==> src/rtl/axi_arb_pkg.sv <==
// Shared definitions for the AXI write-channel arbiter.
//   - arb_state_e : arbiter FSM states
//   - aw_width()/w_width() : packed AW and W payload widths derived from the bus parameters
//   - AXI burst/response encodings and the awlen field position inside the AW payload
package axi_arb_pkg;

    typedef enum logic [1:0] {
        StIdle = 2'd0,
        StAddr = 2'd1,
        StData = 2'd2,
        StResp = 2'd3
    } arb_state_e;

    // AW payload is {awid, awaddr, awlen[7:0], awsize[2:0], awburst[1:0]}
    function automatic int unsigned aw_width(input int unsigned id_w, input int unsigned add_w);
        return id_w + add_w + 13;
    endfunction

    // W payload is {wdata, wstrb, wlast}
    function automatic int unsigned w_width(input int unsigned data_w);
        return data_w + data_w / 8 + 1;
    endfunction

    localparam int unsigned AWLEN_LSB = 5;
    localparam int unsigned AWLEN_W   = 8;

    localparam logic [1:0] RESP_OKAY   = 2'b00;
    localparam logic [1:0] RESP_SLVERR = 2'b10;
    localparam logic [1:0] BURST_INCR  = 2'b01;

endpackage

==> src/rtl/rr_arbiter.sv <==
// Round-robin request selector.
//   clk_i, rst_i : clock and asynchronous active-high reset
//   req_i        : request vector, one bit per master
//   upd_i        : strobe; moves the priority pointer to upd_idx_i + 1 (mod NUM_M)
//   upd_idx_i    : index of the master that just finished
//   gnt_o        : combinational one-hot winner (first request at or after the pointer)
module rr_arbiter #(
    parameter int unsigned NUM_M = 2,
    parameter int unsigned PTR_W = $clog2(NUM_M)
) (
    input  logic             clk_i,
    input  logic             rst_i,
    input  logic [NUM_M-1:0] req_i,
    input  logic             upd_i,
    input  logic [PTR_W-1:0] upd_idx_i,
    output logic [NUM_M-1:0] gnt_o
);

    logic [PTR_W-1:0] rr_ptr_q, rr_ptr_d;
    logic [PTR_W:0]   cand;
    logic             found;

    always_comb begin
        rr_ptr_d = rr_ptr_q;
        if (upd_i) begin
            rr_ptr_d = (upd_idx_i == PTR_W'(NUM_M - 1)) ? '0 : upd_idx_i + PTR_W'(1);
        end
    end

    // Scan NUM_M candidates starting at the pointer; one extra bit on cand lets the
    // modulo wrap work for non-power-of-two NUM_M.
    always_comb begin
        gnt_o = '0;
        found = 1'b0;
        cand  = '0;
        for (int unsigned i = 0; i < NUM_M; i++) begin
            cand = {1'b0, rr_ptr_q} + (PTR_W + 1)'(i);
            if (cand >= (PTR_W + 1)'(NUM_M)) begin
                cand = cand - (PTR_W + 1)'(NUM_M);
            end
            if (!found && req_i[cand[PTR_W-1:0]]) begin
                gnt_o[cand[PTR_W-1:0]] = 1'b1;
                found                  = 1'b1;
            end
        end
    end

    always_ff @(posedge clk_i or posedge rst_i) begin
        if (rst_i) begin
            rr_ptr_q <= '0;
        end else begin
            rr_ptr_q <= rr_ptr_d;
        end
    end

endmodule

==> src/rtl/axi_wr_arbiter.sv <==
// Round-robin arbiter sharing one AXI slave write port (AW/W/B) between NUM_M masters.
// One outstanding write: the granted master owns AW, W and B until its B handshake.
//   aclk, areset         : clock, asynchronous active-high reset
//   m_aw_pld/valid/ready : per-master AW channels (payload packed NUM_M wide)
//   m_w_pld/valid/ready  : per-master W channels
//   m_b_pld              : {bid,bresp} broadcast; m_bvalid/m_bready per master
//   s_*                  : the single slave-side AW/W/B channel
//   grant                : one-hot current owner, zero when idle
//   err_wlast            : one-cycle pulse after a beat whose wlast disagrees with awlen
module axi_wr_arbiter
    import axi_arb_pkg::*;
#(
    parameter int unsigned NUM_M      = 2,
    parameter int unsigned DATA_WIDTH = 32,
    parameter int unsigned ADD_WIDTH  = 32,
    parameter int unsigned ID_WIDTH   = 8
) (
    input  logic                                             aclk,
    input  logic                                             areset,
    input  logic [NUM_M*aw_width(ID_WIDTH, ADD_WIDTH)-1:0]   m_aw_pld,
    input  logic [NUM_M-1:0]                                 m_awvalid,
    output logic [NUM_M-1:0]                                 m_awready,
    input  logic [NUM_M*w_width(DATA_WIDTH)-1:0]             m_w_pld,
    input  logic [NUM_M-1:0]                                 m_wvalid,
    output logic [NUM_M-1:0]                                 m_wready,
    output logic [ID_WIDTH+1:0]                              m_b_pld,
    output logic [NUM_M-1:0]                                 m_bvalid,
    input  logic [NUM_M-1:0]                                 m_bready,
    output logic [aw_width(ID_WIDTH, ADD_WIDTH)-1:0]         s_aw_pld,
    output logic                                             s_awvalid,
    input  logic                                             s_awready,
    output logic [w_width(DATA_WIDTH)-1:0]                   s_w_pld,
    output logic                                             s_wvalid,
    input  logic                                             s_wready,
    input  logic [ID_WIDTH+1:0]                              s_b_pld,
    input  logic                                             s_bvalid,
    output logic                                             s_bready,
    output logic [NUM_M-1:0]                                 grant,
    output logic                                             err_wlast
);

    localparam int unsigned AW_W  = aw_width(ID_WIDTH, ADD_WIDTH);
    localparam int unsigned W_W   = w_width(DATA_WIDTH);
    localparam int unsigned PTR_W = $clog2(NUM_M);

    arb_state_e           state_q, state_d;
    logic [NUM_M-1:0]     grant_q, grant_d;
    logic [AWLEN_W-1:0]   beat_cnt_q, beat_cnt_d;
    logic [AWLEN_W-1:0]   len_q, len_d;
    logic                 err_wlast_q, err_wlast_d;

    logic [NUM_M-1:0]     arb_gnt;
    logic                 rr_upd;
    logic [PTR_W-1:0]     g_idx;
    logic [AW_W-1:0]      sel_aw;
    logic [W_W-1:0]       sel_w;
    logic                 last_beat;

    rr_arbiter #(
        .NUM_M (NUM_M)
    ) u_rr_arbiter (
        .clk_i     (aclk),
        .rst_i     (areset),
        .req_i     (m_awvalid),
        .upd_i     (rr_upd),
        .upd_idx_i (g_idx),
        .gnt_o     (arb_gnt)
    );

    // Encode the registered one-hot grant for the payload muxes.
    always_comb begin
        g_idx = '0;
        for (int unsigned i = 0; i < NUM_M; i++) begin
            if (grant_q[i]) begin
                g_idx = PTR_W'(i);
            end
        end
    end

    assign sel_aw    = m_aw_pld[32'(g_idx) * AW_W +: AW_W];
    assign sel_w     = m_w_pld[32'(g_idx) * W_W +: W_W];
    assign last_beat = (beat_cnt_q == len_q);

    // State register
    always_ff @(posedge aclk or posedge areset) begin
        if (areset) begin
            state_q     <= StIdle;
            grant_q     <= '0;
            beat_cnt_q  <= '0;
            len_q       <= '0;
            err_wlast_q <= 1'b0;
        end else begin
            state_q     <= state_d;
            grant_q     <= grant_d;
            beat_cnt_q  <= beat_cnt_d;
            len_q       <= len_d;
            err_wlast_q <= err_wlast_d;
        end
    end

    // Next-state logic
    always_comb begin
        state_d     = state_q;
        grant_d     = grant_q;
        beat_cnt_d  = beat_cnt_q;
        len_d       = len_q;
        err_wlast_d = 1'b0;
        rr_upd      = 1'b0;
        unique case (state_q)
            StIdle: begin
                if (|m_awvalid) begin
                    grant_d = arb_gnt;
                    state_d = StAddr;
                end
            end
            StAddr: begin
                if (s_awvalid && s_awready) begin
                    len_d      = sel_aw[AWLEN_LSB +: AWLEN_W];
                    beat_cnt_d = '0;
                    state_d    = StData;
                end
            end
            StData: begin
                if (s_wvalid && s_wready) begin
                    // Wraps to 0 on the 256th beat of an awlen=255 burst; unused afterwards.
                    beat_cnt_d  = beat_cnt_q + AWLEN_W'(1);
                    err_wlast_d = (sel_w[0] != last_beat);
                    // The beat count, not wlast, decides the end of the burst.
                    if (last_beat) begin
                        state_d = StResp;
                    end
                end
            end
            StResp: begin
                if (s_bvalid && s_bready) begin
                    rr_upd  = 1'b1;
                    grant_d = '0;
                    state_d = StIdle;
                end
            end
            default: state_d = StIdle;
        endcase
    end

    // Output logic: everything forwarded combinationally through the grant mux.
    always_comb begin
        s_awvalid = 1'b0;
        m_awready = '0;
        s_wvalid  = 1'b0;
        m_wready  = '0;
        s_bready  = 1'b0;
        m_bvalid  = '0;
        unique case (state_q)
            StAddr: begin
                s_awvalid = m_awvalid[g_idx];
                m_awready = grant_q & {NUM_M{s_awready}};
            end
            StData: begin
                s_wvalid = m_wvalid[g_idx];
                m_wready = grant_q & {NUM_M{s_wready}};
            end
            StResp: begin
                s_bready = m_bready[g_idx];
                m_bvalid = grant_q & {NUM_M{s_bvalid}};
            end
            default: ;
        endcase
    end

    assign s_aw_pld  = sel_aw;
    assign s_w_pld   = sel_w;
    assign m_b_pld   = s_b_pld;
    assign grant     = grant_q;
    assign err_wlast = err_wlast_q;

endmodule

==> config.mk <==
export PLATFORM = sky130hd
export DESIGN_NAME = axi_wr_arbiter
export DESIGN_NICKNAME = d
export VERILOG_FILES = /design/src/rtl/axi_arb_pkg.sv /design/src/rtl/rr_arbiter.sv /design/src/rtl/axi_wr_arbiter.sv
export SDC_FILE = /design/constraint.sdc
export NUM_CORES = 1
export LEC_CHECK = 0
export CAP_MARGIN = 20
export CORE_AREA = 2 2 122 124
export CTS_BUF_LIST = sky130_fd_sc_hd__clkbuf_8
export DETAILED_ROUTE_END_ITERATION = 12
export DIE_AREA = 0 0 124 126
export GPL_TIMING_DRIVEN = 0
export MAX_ROUTING_LAYER = met4
export SETUP_SLACK_MARGIN = 0.1
export SYNTH_ARGS = -nofsm -noshare
export SYNTH_HDL_FRONTEND = slang
export SYNTH_SLANG_ARGS = --single-unit
export TNS_END_PERCENT = 10
==> constraint.sdc <==
create_clock -name aclk -period 3.4 [get_ports aclk]
set_clock_uncertainty 0.1 [all_clocks]
set_input_delay 0.51 -clock aclk [delete_from_list [all_inputs] [get_ports aclk]]
set_output_delay 0.51 -clock aclk [all_outputs]
set_load 0.05 [all_outputs]
==> flow_metrics.py <==
metrics = {
    "setup_path": {
        "end_kind": "output port",
        "arrival_ps": 2540,
        "startpoint_type": "register",
        "cp_cell_sequence": "buf_6 > buf_2 > buf_2 > mux2_2 > clkdlybuf4s50_1",
        "cp.required_ps": 2790,
        "crit_type": "reg2out",
        "cp_common_cell": "buf_2",
        "slowest_delay_ps": 720,
        "cpMaxStageDelayCell": "clkdlybuf4s50_1",
        "cp_max_fo": 10,
    },
    "cts": {
        "clockBufferDepth": 2,
        "postCtsSetupRepairBufs": 0,
        "cts_htree_levels": 1,
        "cts-root-buf": "clkbuf_8",
        "clkTransAtPathRegs_ps": 80,
        "holdBufCountCts": 0,
        "clk_latency_ps": 270,
        "cts.sinks": 22,
        "cts_buffers": 3,
        "tritoncts": "built",
    },
    "worst_hold_path": {
        "hold_path.class": "reg2reg",
    },
    "logic_synthesis": {
        "ys_seq_area_frac": 0.216,
        "netlist_instances": 248,
        "synth_cell_types": 44,
        "synthTopCellsByArea": "mux2_2 44%, dfrtp_1 22%, buf_4 5.3%",
        "synth.avg_cell_area_um2": 10.3,
        "ys_seq_elements": 22,
        "synth_edf_count": 0,
        "syn_area_um2": 2550,
        "yosysWarnings": 0,
        "synth_most_common_cell": "mux2_2",
        "yosys-top-cells-count": "99 x mux2_2, 22 x dfrtp_1, 18 x buf_4",
        "async_reset_ff_frac": 1.00,
        "synth-main-ff-cell": "dfrtp_1",
        "netlist.top_cell.by_area": "mux2_2",
        "syn_nets": 455,
        "synth.top_cell.area_share": 0.437,
    },
    "global_routing": {
        "met3_usage": 0.0793,
        "grt_antenna_before_repair": 0,
        "grt_busiest_layer": "met2",
        "grt-ovfl-total": 0,
        "grt_pass1_wl_um": 20400,
        "met2_usage": 0.287,
        "track_usage": 0.179,
        "grt_pass1_vias": 3411,
        "use_met1": 0.209,
        "grt_max_degree": 23,
    },
    "pwr": {
        "ir_worst_vdd_mv": 0.327,
        "p_leak_uw": 0.00237,
        "power_uw": 4080,
        "p_per_area_nw_per_um2": 706,
    },
    "status": {
        "status": "finished clean",
    },
    "detailed_routing": {
        "vias": 3110,
        "wl_per_cell_um": 19.4,
        "ant_nets": 0,
        "drtIter0Drc": 96,
        "drc_errors": 0,
        "wirelength_um": 14300,
        "viasPerCell": 4.21,
        "dr.pass1.iters": 4,
    },
    "sta": {
        "worst_pin_slew_ps": 911,
        "max_freq_mhz": 318,
        "finalSetupViolCount": 0,
        "finalHoldViolations": 0,
        "slew_violations": 0,
        "timing.setup.tns_ps": 0,
        "finalCritPeriodShare": 0.926,
        "fin_hold_ws_ps": 393,
        "period_minus_slack_ps": 3150,
        "rsz0062_at_grt": "false",
        "max_slew_margin": 0.392,
    },
    "place": {
        "dpl.hpwl_um": 12200,
        "placed_cells": 734,
        "port_buffers": 302,
        "gp_congestion": 0.855,
    },
    "cells_and_area": {
        "nFillCells": 1402,
        "drive_gt1_frac": 0.247,
        "nets": 762,
        "area_growth_pct": 127,
        "antenna_cells": 0,
        "final_util": 0.404,
        "stdcell_count": 738,
    },
    "floorplan": {
        "io_pins": 313,
        "die_w_um": 124,
        "dieArea_um2": 15600,
        "die_h_um": 126,
        "rows": 44,
        "core_area_um2": 14300,
        "initial_core_util": 0.178,
    },
    "flow_run": {
        "maxCapViolCount": 0,
    },
}
==> cell families (layout without fill, tap and decap cells) <==
group | after synthesis | in the layout | synth area share
fa+ha+maj | 6 | 6 | 0.0294
buf+inv | 31 | 337 | 0.0770
compound gates | 27 | 27 | 0.0736
xor+xnor | 8 | 8 | 0.0275
simple gates | 49 | 49 | 0.109
flops | 22 | 22 | 0.216
mux | 105 | 105 | 0.467
==> what timing repair did <==
action | 4_1_cts | 5_1_grt
endpoints found under the hold margin | 0 | 0
endpoints found under the setup margin | 71 | 0
gates resized for setup | 71 | 0
==> state kept, by name (all words and copies together) (netlist names) <==
| name | flops |
|---|---|
| err_wlast | 1 |
| len_q | 8 |
| grant | 2 |
| beat_cnt_q | 8 |
| state_q | 2 |
| u_rr_arbiter.rr_ptr_q | 1 |
==> final cells by class <==
type | instances | area, um^2 | area share
Timing Repair Buffer | 302 | 2930 | 0.507
Sequential cell | 22 | 551 | 0.0951
Clock buffer | 3 | 41.3 | 0.00714
Clock inverter | 1 | 30.0 | 0.00519
Multi-Input combinational cell | 195 | 1800 | 0.312
Tap cell | 184 | 230 | 0.0398
Buffer | 23 | 166 | 0.0288
Inverter | 8 | 30.0 | 0.00519
==> critical path: cells and delay by family, from the launching register on <==
family,cells,cell delay [ps]
buf+inv,4,1480
mux,1,390
flops,1,380
==> final timing paths <==
| check | end | slack (ps) | depth (start not counted) | from |
|---|---|---|---|---|
| hold reg to reg | beat_cnt_q[7] | 390 | 1 | beat_cnt_q[7] |
| hold / removal | beat_cnt_q[7] | 390 | 1 | beat_cnt_q[7] |
| setup reg to reg | state_q[1] | 1080 | 8 | state_q[0] |
| setup / recovery | s_aw_pld[31] | 250 | 5 | grant[1] |
| max in group asynchronous | len_q[5] | 2020 | 2 | areset |
| min in group asynchronous | grant[0] | 630 | 2 | areset |
==> metrics by stage <==
stage,worst slack [ps],area (um^2)
final,253,5790
after global routing,110,5790
after detailed placement,217,5800
after CTS,182,5790
after global placement,234,5800
after floorplan,985,2550
==> metal layers <==
| layer | wire length [um] | part of all wire | vias to the layer above |
|---|---|---|---|
| met4 | 215 | 0.015 | 0 |
| met2 | 6480 | 0.45 | 160 |
| li1 | - | - | 1505 |
| met1 | 5680 | 0.40 | 1430 |
| met3 | 1910 | 0.13 | 15 |
| met5 | 0 | 0 | - |
==> power by group <==
group	leakage, uW	switching (uW)	internal (uW)
Clock	0.0000357	95.8	158
Combinational	0.00205	2110	1270
Sequential	0.000282	89.5	355
==> layout by cell type (no fill, tap or decap), drive strengths merged, types with 2 or more instances in the layout <==
master / Yosys / routed
a21oi: 6 / 6
and3: 2 / 2
buf: 23 / 23
clkbuf: 0 / 3
clkdlybuf4s50: 0 / 231
dfrtp: 22 / 22
dlygate4sd2: 0 / 71
ha: 6 / 6
inv: 8 / 8
mux2: 100 / 100
mux2i: 5 / 5
nand2: 13 / 13
nand3: 6 / 6
nand4: 2 / 2
nand4b: 3 / 3
nor2: 13 / 13
nor4: 2 / 2
o21ai: 10 / 10
xor2: 8 / 8
Note: power is estimated with default switching activity, not from simulation.
